**config.mk**
```make
export PLATFORM = sky130hd
export DESIGN_NAME = jk_stim_sequencer
export DESIGN_NICKNAME = d
export VERILOG_FILES = /design/src/rtl/jk_pkg.sv /design/src/rtl/jk_cmd_fifo.sv /design/src/rtl/jk_stim_sequencer.sv
export SDC_FILE = /design/constraint.sdc
export NUM_CORES = 1
export LEC_CHECK = 0
export CORE_MARGIN = 1
export CORE_UTILIZATION = 50
export CTS_BUF_LIST = sky130_fd_sc_hd__clkbuf_4 sky130_fd_sc_hd__clkbuf_8
export DETAILED_ROUTE_END_ITERATION = 16
export HOLD_SLACK_MARGIN = 0.08
export PLACE_DENSITY = 0.75
export SYNTH_ARGS = -nofsm -noshare
export SYNTH_HDL_FRONTEND = slang
export SYNTH_HIERARCHICAL = 1
export SYNTH_SLANG_ARGS = --single-unit
```
**constraint.sdc**
```tcl
create_clock -name clk -period 2.7 [get_ports clk]
set_input_delay 0.405 -clock clk [delete_from_list [all_inputs] [get_ports clk]]
set_output_delay 0.405 -clock clk [all_outputs]
set_load 0.05 [all_outputs]
```
**src/rtl/jk_pkg.sv**
```systemverilog
// Shared types for the JK stimulus sequencer: op encoding, command payload,
// player states and the JK next-state rule used by the shadow model.
package jk_pkg;

    localparam int unsigned JK_CNT_W = 4;

    typedef enum logic [1:0] {
        HOLD = 2'b00,
        CLR  = 2'b01,
        SET  = 2'b10,
        TOG  = 2'b11
    } jk_op_e;

    typedef struct packed {
        jk_op_e                op;
        logic [JK_CNT_W-1:0]   count;
    } jk_cmd_t;

    typedef enum logic {
        IDLE = 1'b0,
        RUN  = 1'b1
    } jk_seq_state_e;

    // Next q of a JK flop given its current q and the sampled j/k levels.
    function automatic logic jk_next_q(input logic q, input logic j, input logic k);
        logic nq;
        nq = q;
        case ({j, k})
            2'b01:   nq = 1'b0;
            2'b10:   nq = 1'b1;
            2'b11:   nq = ~q;
            default: nq = q;
        endcase
        return nq;
    endfunction

endpackage

```
**src/rtl/jk_cmd_fifo.sv**
```systemverilog
// Synchronous command FIFO; pointers carry an extra wrap bit so full and
// empty are distinguished without a separate occupancy counter.
module jk_cmd_fifo
    import jk_pkg::*;
#(
    parameter int unsigned DEPTH = 4,
    parameter type         T     = jk_cmd_t
) (
    input  logic clk,
    input  logic rst,
    input  logic i_push,
    input  T     i_data,
    output logic o_full,
    input  logic i_pop,
    output T     o_data,
    output logic o_empty
);

    localparam int unsigned AW = (DEPTH > 1) ? $clog2(DEPTH) : 1;

    logic [AW:0] r_wr_ptr;
    logic [AW:0] r_rd_ptr;
    T            r_mem [DEPTH];

    logic w_full;
    logic w_empty;
    logic w_do_push;
    logic w_do_pop;

    assign w_empty   = (r_wr_ptr == r_rd_ptr);
    assign w_full    = (r_wr_ptr[AW] != r_rd_ptr[AW]) &&
                       (r_wr_ptr[AW-1:0] == r_rd_ptr[AW-1:0]);
    assign w_do_push = i_push & ~w_full;
    assign w_do_pop  = i_pop & ~w_empty;

    assign o_full  = w_full;
    assign o_empty = w_empty;
    assign o_data  = r_mem[r_rd_ptr[AW-1:0]];

    always_ff @(posedge clk) begin
        if (rst) begin
            r_wr_ptr <= '0;
            r_rd_ptr <= '0;
        end else begin
            if (w_do_push) begin
                r_wr_ptr <= r_wr_ptr + (AW+1)'(1);
            end
            if (w_do_pop) begin
                r_rd_ptr <= r_rd_ptr + (AW+1)'(1);
            end
        end
    end

    // Storage needs no reset: entries are only read once the pointers say valid.
    always_ff @(posedge clk) begin
        if (w_do_push) begin
            r_mem[r_wr_ptr[AW-1:0]] <= i_data;
        end
    end

endmodule

```
**src/rtl/jk_stim_sequencer.sv**
```systemverilog
// Buffers JK commands and plays them out as registered j/k levels, while a
// shadow copy of the flop checks the q fed back and counts mismatches.
module jk_stim_sequencer
    import jk_pkg::*;
#(
    parameter int unsigned DEPTH = 4,
    parameter int unsigned CNT_W = JK_CNT_W,
    parameter int unsigned ERR_W = 8
) (
    input  logic             clk,
    input  logic             rst,
    input  logic             cmd_valid,
    input  logic [1:0]       cmd_op,
    input  logic [CNT_W-1:0] cmd_count,
    output logic             cmd_ready,
    output logic             jk_rst_n,
    output logic             j,
    output logic             k,
    input  logic             q_in,
    output logic             busy,
    output logic             err,
    output logic [ERR_W-1:0] err_count
);

    typedef struct packed {
        jk_op_e           op;
        logic [CNT_W-1:0] count;
    } cmd_t;

    cmd_t             w_push_cmd;
    cmd_t             w_head;
    logic             w_full;
    logic             w_empty;
    logic             w_push;
    logic             w_pop;

    jk_seq_state_e    r_state;
    jk_op_e           r_op;
    logic [CNT_W-1:0] r_remaining;
    logic             r_j;
    logic             r_k;
    logic             r_jk_rst_n;
    logic             r_exp_q;
    logic             r_chk_en;
    logic             r_err;
    logic [ERR_W-1:0] r_err_count;

    assign w_push_cmd = '{op: jk_op_e'(cmd_op), count: cmd_count};
    assign cmd_ready  = ~rst & ~w_full;
    assign w_push     = cmd_valid & cmd_ready;
    // Pop whenever the player is free to take the next command this cycle.
    assign w_pop      = ~rst & ~w_empty &
                        ((r_state == IDLE) | (r_remaining == '0));

    jk_cmd_fifo #(
        .DEPTH (DEPTH),
        .T     (cmd_t)
    ) u_fifo (
        .clk     (clk),
        .rst     (rst),
        .i_push  (w_push),
        .i_data  (w_push_cmd),
        .o_full  (w_full),
        .i_pop   (w_pop),
        .o_data  (w_head),
        .o_empty (w_empty)
    );

    // Player FSM: j/k lag the loaded op by one cycle, so a RUN cycle maps to one drive cycle.
    always_ff @(posedge clk) begin
        if (rst) begin
            r_state     <= IDLE;
            r_op        <= HOLD;
            r_remaining <= '0;
            r_j         <= 1'b0;
            r_k         <= 1'b0;
        end else begin
            {r_j, r_k} <= (r_state == RUN) ? r_op : 2'b00;
            case (r_state)
                IDLE: begin
                    if (w_pop) begin
                        r_op        <= w_head.op;
                        r_remaining <= w_head.count;
                        r_state     <= RUN;
                    end
                end
                RUN: begin
                    if (r_remaining != '0) begin
                        r_remaining <= r_remaining - CNT_W'(1);
                    end else if (w_pop) begin
                        r_op        <= w_head.op;
                        r_remaining <= w_head.count;
                    end else begin
                        r_state <= IDLE;
                    end
                end
                default: r_state <= IDLE;
            endcase
        end
    end

    // Shadow flop and checker; checking starts once the flop has left reset for a full cycle.
    always_ff @(posedge clk) begin
        if (rst) begin
            r_jk_rst_n  <= 1'b0;
            r_exp_q     <= 1'b0;
            r_chk_en    <= 1'b0;
            r_err       <= 1'b0;
            r_err_count <= '0;
        end else begin
            r_jk_rst_n <= 1'b1;
            r_chk_en   <= r_chk_en | r_jk_rst_n;
            r_exp_q    <= r_jk_rst_n ? jk_next_q(r_exp_q, r_j, r_k) : 1'b0;
            if (r_chk_en && (q_in != r_exp_q)) begin
                r_err <= 1'b1;
                if (r_err_count != '1) begin
                    r_err_count <= r_err_count + ERR_W'(1);
                end
            end
        end
    end

    assign jk_rst_n  = r_jk_rst_n;
    assign j         = r_j;
    assign k         = r_k;
    assign busy      = ~rst & ((r_state == RUN) | ~w_empty);
    assign err       = r_err;
    assign err_count = r_err_count;

endmodule

```
==> out/results.ini <==
[run_status]
status = complete, but fails checks
violations = DRC

[synth]
ys_seq_area_share_pct = 54.4
yosys_register_bits = 53
syn_inst = 203
synth_top_area_cell = edfxtp_1
synth_compound_gate_area_share_pct = 11.5
postSynthAreaPerCell_sq_um = 11.8
yosys-top-cells-count = 29 x dfxtp_1, 24 x edfxtp_1, 12 x nor2_1
synth_fa_ha_area_share_pct = 3.66
synthDistinctLibCells = 45
synth_top_flop_cell = dfxtp_1
synth_edf_count = 24
async_reset_ff_share_pct = 0
synthSimpleGateAreaFrac_pct = 14.9
synthesis.area_sq_um = 2390
synth_top_cells_by_area = edfxtp_1 30%, dfxtp_1 24%, mux4_2 5.6%
synth_top_family_by_area = simple AND/OR/NAND/NOR gates
synth-xor-area-share_pct = 3.61
yosysMostFrequentCell = dfxtp_1
muxShareOfSynthArea_pct = 8.21
syn-num-nets = 220
ys_warn_count = 6
synth_top_cell_area_share_pct = 30.1

[drt]
drt-pass1-iter-count = 10
post_drt_wl_per_cell_microns = 15.8
vias_per_cell = 5.91
ant_nets = 0
drtIter0Drc = 90
remaining_drc_errors = 4
routed_wl_mm = 4.55
vias = 1703

[timing]
setup_viol = 0
fin_crit_ns = 2.39
final.setup.tns_ns = 0
final-hold-violation-count = 0
rsz0062_at_grt = no
skew_ns = 0.00643
fin_hold_ws_ns = 0.484
max_freq_mhz = 418
worst_slack_ns = 0.307
max_slew_margin_pct = 48.6
worst_pin_slew_ns = 0.767
drv_slew = 0
fin_crit_sh_pct = 88.6

[place]
dp_hpwl_mm = 3.26
port-buffer-count = 23
postPlaceCellArea_sq_um = 2730
dp_slack_ns = 0.328
gp_congestion = 0.863

[die]
die_w_microns = 71.2
core_sq_um = 4470
initial_core_util_pct = 53.5
die_h_microns = 71.2
io_pins = 24
rows = 24
dieArea_sq_um = 5070

[setup_path]
worstReg2RegEnd = u_fifo/r_mem[3][4]$_DFFE_PP_
crit_type = register to register
rr_worst_depth = 6
worstSetupEndpointType = register
crit_cells = 6
cp-startpoint = u_fifo/r_wr_ptr[2]$_SDFFE_PP0P_
crit_family = simple AND/OR/NAND/NOR gates
timing.rr.start = u_fifo/r_wr_ptr[2]$_SDFFE_PP0P_
slowest_stage = a31oi_1
path_buf_inv = 0
startpoint_type = register
slowest_delay_ns = 0.60
cp.arrival_ns = 2.35
path_cells = xnor2_1 -> nor2_1 -> nor2_2 -> and2_1 -> nand2_1 -> a31oi_1
worstPathRequired_ns = 2.66
worstPathMaxFanout = 6
ff2ff_setup_slack_ns = 0.31

[global_route]
grt_pass1_vias = 1616
grt-busiest-layer = met2
grt_pass1_wl_mm = 7.61
antenna_found_initial = 0
track_usage_pct = 20.0
met1_usage_pct = 26.5
use_met2_pct = 31.0
use_met3_pct = 5.56
gr-total-overflow = 0
grt_start_max_net_pins = 19

[finish]
fin_area_sq_um = 2850
fill_cells = 356
diodes = 0
syn2layout_area_growth_pct = 19.0
drive_gt1_share_pct = 13.6
fin_nets = 252

[min_path]
holdCritStartpoint = r_op[1]$_SDFFE_PP0P_
hold_path_depth = 1
hold_path.class = register to register
hold_end = j$_SDFF_PP0_

[clocking]
cts_setup_buffers = 0
clk_pin_slew_ns = 0.10
clock-sinks = 53
cts-root-buf = clkbuf_8
ctsHoldBuffers = 0
cts_buffers = 5
cts_htree_levels = 2
clk_latency_ns = 0.32
clk_path_buf_depth = 2
cts_resized = 0
cts_tree = yes

[power]
p_leak_nw = 1.03
p_per_area_nw_per_um2 = 704
vdd_drop_max_mv = 0.523

[run]
drv_cap = 0

## cell type report
class                      count  area [sq um]  area share (%)
sequential                    53          1300            45.7
multi-input combinational    132          1000            35.2
timing repair buffer          32           318            11.2
clock buffer                   5          68.8            2.42
tap                           52          65.1            2.28
clock inverter                 3          50.0            1.76
inverter                      11          41.3            1.45
## cells in the final DEF, fill, tap and decap left out, types with 4 or more instances in the layout
cell type and instances:
and2_1 4, nor2_1 11, ha_1 7, edfxtp_1 24, dfxtp_1 29, and3_1 8, clkbuf_8 5, clkdlybuf4s50_1 21
xor2_1 4, xnor2_1 4, nand3_1 8, mux2i_1 5, o21ai_0 6, o211ai_1 5, nand4_1 4, buf_4 9
nor3b_1 4, inv_1 11, mux4_2 6, nand2_1 9, a31oi_1 6, a21oi_1 9
## kinds of logic (layout without fill, tap and decap cells)
| group | Yosys count | in the layout |
|---|---|---|
| simple gates | 63 | 63 |
| fa+ha+maj | 7 | 7 |
| flops | 53 | 53 |
| compound gates | 41 | 41 |
| xor+xnor | 9 | 9 |
| mux | 12 | 12 |
| buf+inv | 18 | 51 |
## where the power goes
| group | internal [mW] | leakage (nW) | switching (mW) |
|---|---|---|---|
| Sequential | 0.908 | 0.454 | 0.0665 |
| Combinational | 0.222 | 0.514 | 0.243 |
| Clock | 0.284 | 0.0603 | 0.280 |
## per-stage QoR
stage                     utilization (%)  total power [mW]  cells
after global placement               61.0              1.45    280
after detailed placement             61.0              1.45    280
after global routing                 63.6              2.11    288
after floorplan                         -              1.30    203
after CTS                            63.6              2.01    288
final                                63.6              2.00    288
## registers in the layout, summed over array words and instances, names as in the netlist, named ones only
register / flops
u_fifo/r_mem: 24
err_count: 8
r_remaining: 4
u_fifo/r_rd_ptr: 3
u_fifo/r_wr_ptr: 3
r_op: 2
err: 1
j: 1
jk_rst_n: 1
k: 1
r_chk_en: 1
r_exp_q: 1
r_state: 1
## worst max path at each step
stage / endpoint
after floorplan: u_fifo/r_mem[3][0]$_DFFE_PP_
after global placement: u_fifo/r_mem[3][1]$_DFFE_PP_
after detailed placement: u_fifo/r_mem[3][2]$_DFFE_PP_
after CTS: u_fifo/r_mem[3][1]$_DFFE_PP_
after global routing: u_fifo/r_mem[3][2]$_DFFE_PP_
final: u_fifo/r_mem[3][4]$_DFFE_PP_
## layer usage
| metal | part of all wire [%] | vias to the layer above | wire length, microns |
|---|---|---|---|
| met1 | 47 | 809 | 2150 |
| met3 | 4.9 | 10 | 221 |
| met2 | 46 | 51 | 2100 |
| met5 | 0 | - | 0 |
| met4 | 1.7 | 0 | 78 |
| li1 | - | 833 | - |
Power figures use the tool's default switching activity.
